$ cat config.mk
export PLATFORM = sky130hd
export DESIGN_NAME = pipe_decoder
export DESIGN_NICKNAME = d
export VERILOG_FILES = /design/src/rtl/pipe_decoder.sv
export SDC_FILE = /design/constraint.sdc
export NUM_CORES = 1
export LEC_CHECK = 0
export ABC_CLOCK_PERIOD_IN_PS = 4100
export CORE_MARGIN = 3
export CORE_UTILIZATION = 45
export CTS_CLUSTER_DIAMETER = 150
export CTS_CLUSTER_SIZE = 30
export DETAILED_ROUTE_END_ITERATION = 6
export PLACE_DENSITY = 0.84
export SLEW_MARGIN = 40
export SYNTH_ARGS = -nofsm -noshare
export SYNTH_HDL_FRONTEND = slang
export SYNTH_SLANG_ARGS = --single-unit
$ cat constraint.sdc
create_clock -name clk -period 4.1 [get_ports clk]
set_input_delay 0.615 -clock clk [delete_from_list [all_inputs] [get_ports clk]]
set_output_delay 0.615 -clock clk [all_outputs]
set_load 0.005 [all_outputs]
$ cat src/rtl/pipe_decoder.sv
// Registered instruction decoder with a valid/ready input, a DEPTH-entry output FIFO,
// a flush for redirects and a saturating count of illegal instructions accepted.
module pipe_decoder #(
    parameter int unsigned DEPTH    = 2,
    parameter int unsigned PC_W     = 32,
    parameter int unsigned ALU_OP_W = 5,
    parameter int unsigned CNT_W    = 16
) (
    input  logic                clk,
    input  logic                rst,
    input  logic                flush,
    input  logic                in_valid,
    output logic                in_ready,
    input  logic [31:0]         in_instr,
    input  logic [PC_W-1:0]     in_pc,
    output logic                out_valid,
    input  logic                out_ready,
    output logic [PC_W-1:0]     out_pc,
    output logic [ALU_OP_W-1:0] out_alu_op,
    output logic [8:0]          out_flags,
    output logic [4:0]          out_rs,
    output logic [4:0]          out_rt,
    output logic [4:0]          out_rd,
    output logic [4:0]          out_shamt,
    output logic [15:0]         out_imm,
    output logic [25:0]         out_target,
    output logic [CNT_W-1:0]    illegal_cnt
);

    localparam int unsigned AW = $clog2(DEPTH);
    // Entry layout: {pc, alu_op, flags, instr[25:0]}; all register/imm fields come from instr[25:0].
    localparam int unsigned EW = PC_W + ALU_OP_W + 9 + 26;

    logic [AW:0]        wr_ptr_q, rd_ptr_q;
    logic [EW-1:0]      mem_q [DEPTH];
    logic [CNT_W-1:0]   cnt_q;
    logic [ALU_OP_W-1:0] dec_alu;
    logic [8:0]         dec_flags;
    logic [5:0]         op, funct;
    logic               full, empty, push, pop;
    logic [EW-1:0]      head;

    assign op    = in_instr[31:26];
    assign funct = in_instr[5:0];

    // Decode op/funct into alu_op and one-hot flags; anything unlisted is illegal.
    always_comb begin
        dec_alu   = '0;
        dec_flags = '0;
        case (op)
            6'b000000: begin
                case (funct)
                    6'b100000: begin dec_flags[0] = 1'b1; dec_alu = ALU_OP_W'(0); end
                    6'b100010: begin dec_flags[0] = 1'b1; dec_alu = ALU_OP_W'(1); end
                    6'b100100: begin dec_flags[0] = 1'b1; dec_alu = ALU_OP_W'(2); end
                    6'b100101: begin dec_flags[0] = 1'b1; dec_alu = ALU_OP_W'(3); end
                    6'b100110: begin dec_flags[0] = 1'b1; dec_alu = ALU_OP_W'(4); end
                    6'b000000: begin dec_flags[1] = 1'b1; dec_alu = ALU_OP_W'(5); end
                    6'b001010: begin dec_flags[2] = 1'b1; dec_alu = ALU_OP_W'(6); end
                    default:   dec_flags[8] = 1'b1;
                endcase
            end
            6'b100011: dec_flags[3] = 1'b1;
            6'b101011: dec_flags[4] = 1'b1;
            6'b000010: dec_flags[7] = 1'b1;
            6'b111110: begin dec_flags[5] = 1'b1; dec_alu = ALU_OP_W'(1); end
            6'b111111: begin dec_flags[6] = 1'b1; dec_alu = ALU_OP_W'(2); end
            default:   dec_flags[8] = 1'b1;
        endcase
    end

    assign full  = (wr_ptr_q[AW] != rd_ptr_q[AW]) && (wr_ptr_q[AW-1:0] == rd_ptr_q[AW-1:0]);
    assign empty = (wr_ptr_q == rd_ptr_q);
    // A push offered during flush is dropped, so it is neither stored nor counted.
    assign push  = in_valid && !full && !flush;
    assign pop   = out_ready && !empty && !flush;

    // FIFO pointers, storage and illegal counter; reset clears storage so outputs read 0.
    always_ff @(posedge clk) begin
        if (rst) begin
            wr_ptr_q <= '0;
            rd_ptr_q <= '0;
            cnt_q    <= '0;
            for (int i = 0; i < DEPTH; i++) begin
                mem_q[i] <= '0;
            end
        end else begin
            if (flush) begin
                wr_ptr_q <= '0;
                rd_ptr_q <= '0;
            end else begin
                if (push) begin
                    mem_q[wr_ptr_q[AW-1:0]] <= {in_pc, dec_alu, dec_flags, in_instr[25:0]};
                    wr_ptr_q <= wr_ptr_q + 1'b1;
                end
                if (pop) begin
                    rd_ptr_q <= rd_ptr_q + 1'b1;
                end
            end
            if (push && dec_flags[8] && (cnt_q != '1)) begin
                cnt_q <= cnt_q + 1'b1;
            end
        end
    end

    // Present the head entry; when empty this is a stale slot and must be ignored.
    always_comb begin
        head       = mem_q[rd_ptr_q[AW-1:0]];
        out_pc     = head[EW-1 -: PC_W];
        out_alu_op = head[35 +: ALU_OP_W];
        out_flags  = head[34:26];
        out_target = head[25:0];
        out_rs     = head[25:21];
        out_rt     = head[20:16];
        out_rd     = head[15:11];
        out_shamt  = head[10:6];
        out_imm    = head[15:0];
    end

    assign in_ready    = !full;
    assign out_valid   = !empty;
    assign illegal_cnt = cnt_q;

endmodule

* Word level (Yosys, flattened, before mapping)
Memories as Yosys holds them, arrays and structs flattened. A register that Yosys moved wholly into a read port is not among the register bits.
Cells that the tools add are included.
** Storage, ports and cells
- Flip-flop bits (word level) :: 20
- Memory bits (writable) :: 140
- Output and inout bits :: 126
- Bits of input ports :: 69
- Bits in read-only memories :: 0
- Word-level logic and storage cells :: 63
- Memories :: 1
- Bits in latches :: 0
** Memory list
- mem_q :: depth 2, width 70, rd ports 1, clocked after Yosys merged registers in 1, write ports 2, RTL line 35 : logic [EW-1:0] mem_q [DEPTH];
** Operators by class
- Mux-type cells :: 24
- Equality and inequality tests :: 15
- Add/sub/neg operators :: 3
- Shift operators :: 0
- Bitwise operators :: 0
- Reductions and logical operators :: 17
- $mul :: 0
- $lt $le $gt $ge :: 0
- Div/mod/pow operators :: 0
** Operators by type and width (number)
- 70-bit 2-to-1 mux :: 1
- 70-bit OR reduction :: 1
- 6-bit == test (second input constant) :: 9
- 1-bit 2-to-1 mux :: 19
- 3-bit case mux with 6 select lines :: 1
- 16-bit by 1-bit adder with 16-bit output (second input constant) :: 1
- 16-bit inequality test (second input constant) :: 1
- 6-bit zero test :: 2
- 5-bit OR reduction :: 2
- 3-bit case mux with 3 select lines :: 1
- 1-bit logical AND :: 7
- 7-bit OR reduction :: 1
- 6-bit by 2-bit == test with 1-bit output (second input constant) :: 1
- 6-bit by 4-bit == test with 1-bit output (second input constant) :: 1
- 2-bit by 1-bit adder with 2-bit output (second input constant) :: 2
- 1-bit zero test :: 3
- 3-bit 2-to-1 mux :: 1
- 2-bit == test :: 1
- 1-bit case mux with 2 select lines :: 1
- 2-bit OR reduction :: 1
- 1-bit == test :: 1
- 1-bit inequality test :: 1

* Depth between registers and ports, before layout
- Depth after elaboration :: 11
- Mapped depth :: 9
- Depth with buffers taken out :: 6

* Worst setup path before layout
Ideal clock, no wire load.
- Path kind :: input to register
- Start point :: input rst
- End point :: memory mem_q[0][0] in the netlist's numbering, enable pin
- Setup time :: 0.440 ns
- Data required time :: 3.660 ns
- Arrival time :: 2.901 ns
- Path slack :: 0.760 ns
- Cell stages on the path :: 3
- Buffers on the path :: 2
- Cells stage by stage :: clkbuf_1 -> clkbuf_1 -> nand2b_1
** RTL lines
- start, declared :: RTL line 10 : input logic rst,
- end, declared :: RTL line 35

==> results.md <==
* Run status: completed
* Syn_area_per_cell at 12.8 µm²
* Warning count from the yosys run at 0
* Unique cell type count in the Yosys netlist at 46
* 1st-pass router iterations at 4
* Startpoint class of the critical path: flop
* Violation count after the first detailed-route iteration at 318
* Least-Margin Pin Slew at 546 ps
* Clock-pin slew of the registers on the worst-case setup and hold paths at 60 ps
* Final GP Congestion at 0.852
* GR Util All Layers at 18.4%
* Max Fclk at 351 MHz
* Leading register cell type out of synthesis: sky130_fd_sc_hd__edfxtp_1
* Total non-filler cell area in the finished layout at 9980 µm²
* # resized after CTS at 0
* Buffer depth of the longest clock path at 2
* Count of final hold-check violations at 0
* Post-Route Skew at 8.68 ps
* Highest-count cells in the layout ignoring fill and taps: sky130_fd_sc_hd__clkdlybuf4s50_1 (192), sky130_fd_sc_hd__edfxtp_1 (140), sky130_fd_sc_hd__and2_1 (114)
* Number of nets at the end of the flow at 805
* Area occupied by registers at 4630 µm²
* Pin count of the biggest net entering global routing at 58
* CP arrival at 2240 ps
* TritonCTS clock tree: yes
* Number of I/O pins at 195
* Final slew viol count at 0
* Worst slew margin relative to its limit at 63.6%
* Type of the tightest min-delay check: flop to flop
* Post-route minimum period at 2850 ps
* Via count of the first global-routing pass at 5160
* Area of the mapped netlist at 7520 µm²
* Clock net sink count at 161
* Source-to-sink clock delay at the later pin of the worst-skew pair at 410 ps
* DR DRC count at 0
* Port Buf Inserts at 192
* Ratio of final minimum period to clock period at 69.6%
* Synthesized instance count at 586
* Die boundary width at 135 µm
* Final setup violation count at 0
* WS Path Type: flop to output port
* Fraction of layout cells with a size suffix above 1 at 15.8%
* Core area at 16100 µm²
* Total clock buffers created by CTS at 17
* Number of placement rows at 46
* Hold-fix buffers, CTS at 0
* Setup repair after global routing missed its margin: no
* Number of diodes added for antenna fixing at 0
* Number of post-CTS setup repair buffers at 0
* Max-cap viol count at 0
* CTS Root Buffer Type: sky130_fd_sc_hd__clkbuf_16
* Initial antenna violation count at 0
* Inst Count DP at 932
* Summed negative setup slack over all endpoints at 0 ps
* Post-DP HPWL at 11400 µm
* Area added between synthesis and finish at 32.6%
* Cell area power density at 378 nW/µm²
* Drt total wl at 16800 µm
* Initial Utilization at 46.7%
* Util after Layout at 61.9%
* CP required at 3480 ps
* Number of synthesized flops with an enable pin at 140
* Proportion of synthesized flip-flops having asynchronous set or reset at 0%
* Worst hold slack after final layout at 536 ps
* Part of the Yosys area used for sequential elements at 61.5%
* CP endpoint kind: output port
* Leading cell type in the layout, fill and taps excluded: sky130_fd_sc_hd__clkdlybuf4s50_1
* Y dimension of the die at 135 µm
* Wirelength per Cell at 17.5 µm
* Register bit total from synthesis at 161
* H-tree Lvls at 4
* Die area at 18300 µm²
* Wire length of the first global-routing pass at 26200 µm
* Filler cells at 1252
* Number of nets with antenna violations after detailed routing at 0
* Maximum fanout encountered on the critical timing path at 29
* Area after detailed placement at 9430 µm²
* Overflow left after global routing at 0
* Worst voltage drop across the vdd grid at 0.000287 V
* Filler-free cell count of the finished design at 963
* Multi-input combinational cell area at 2480 µm²
* Leakage component of the power at 3.60 nW
* Vias per std cell at 5.20
* DR vias at 5003
==> cell usage after synthesis (all sizes together) (2+ instances only) <==
library cell	number	area share, %
edfxtp	140	56
and2	114	9.5
mux2	72	11
buf	41	4.2
nor2	40	2.1
clkbuf	29	1.4
dfxtp	21	5.6
nand3	16	1.2
a21oi	15	1.0
nand2	14	0.70
o21ai	10	0.67
nor3	9	0.60
or3	7	0.58
nand4	6	0.58
or4	6	0.60
inv	5	0.25
o31ai	5	0.50
xor2	5	0.58
nor2b	4	0.33
nand2b	3	0.25
xnor2	3	0.35
a21boi	2	0.30
and3	2	0.17
or2	2	0.17
==> critical path, stage by stage (launching register included) <==
cell and delay (ps):
sky130_fd_sc_hd__dfxtp_4 480, sky130_fd_sc_hd__buf_12 240, sky130_fd_sc_hd__buf_12 220, sky130_fd_sc_hd__mux2_2 400
sky130_fd_sc_hd__clkdlybuf4s50_1 460
==> area by class of cell <==
type | count | area share, %
Timing Repair Buffer | 199 | 20.3
Inverter | 5 | 0.188
Multi-Input combinational cell | 351 | 24.9
Clock buffer | 20 | 4.38
Clock inverter | 11 | 1.17
Tap cell | 216 | 2.71
Sequential cell | 161 | 46.4
==> stage by stage <==
stage,worst slack [ps],total power [mW]
2_1_floorplan,760,2.09
3_3_place_gp,1200,2.31
3_5_place_dp,1080,2.32
4_1_cts,1190,3.81
5_1_grt,1160,3.91
6_report,1250,3.77
==> layer usage <==
metal  up-vias  wire (µm)  track usage (%)
li1       2336          -                -
met1      2463       6920             21.7
met2       191       8770             33.1
met3        13        970             4.64
met4         0        158             5.26
met5         -          0                0
==> flip-flops by register name, summed over array words and instances, names as in the netlist, named ones only <==
name / count
mem_q: 140
illegal_cnt: 16
rd_ptr_q: 2
wr_ptr_q: 2
==> logic make-up (layout without fill, tap and decap cells) <==
group	Yosys count	after routing	share of synthesized area, %
and+or+nand+nor	229	229	17.5
xor gates and xnor gates	8	8	0.931
adders and majority gates	1	1	0.166
buffers and inverters	75	235	5.90
other	1	2	0.0498
DFF	161	161	61.5
muxes	73	73	10.9
AOI/OAI and AO/OA	38	38	3.13
==> report_power, final <==
part / leakage (nW) / switching (mW) / internal, mW
sequential: 1.64 / 0.0206 / 1.86
clock: 0.267 / 0.600 / 0.887
combinational: 1.69 / 0.164 / 0.245
==> final timing paths <==
check / startpoint / end / slack (ps) / depth (start not counted)
worst max register to register: illegal_cnt[0] / illegal_cnt[2] / 1620 / 6
worst min register to register: illegal_cnt[9] / illegal_cnt[9] / 540 / 2
worst min-delay path: illegal_cnt[9] / illegal_cnt[9] / 540 / 2
worst max-delay path: flop / out_target[1] / 1250 / 4
No activity file was read; power rests on OpenSTA's default activity.
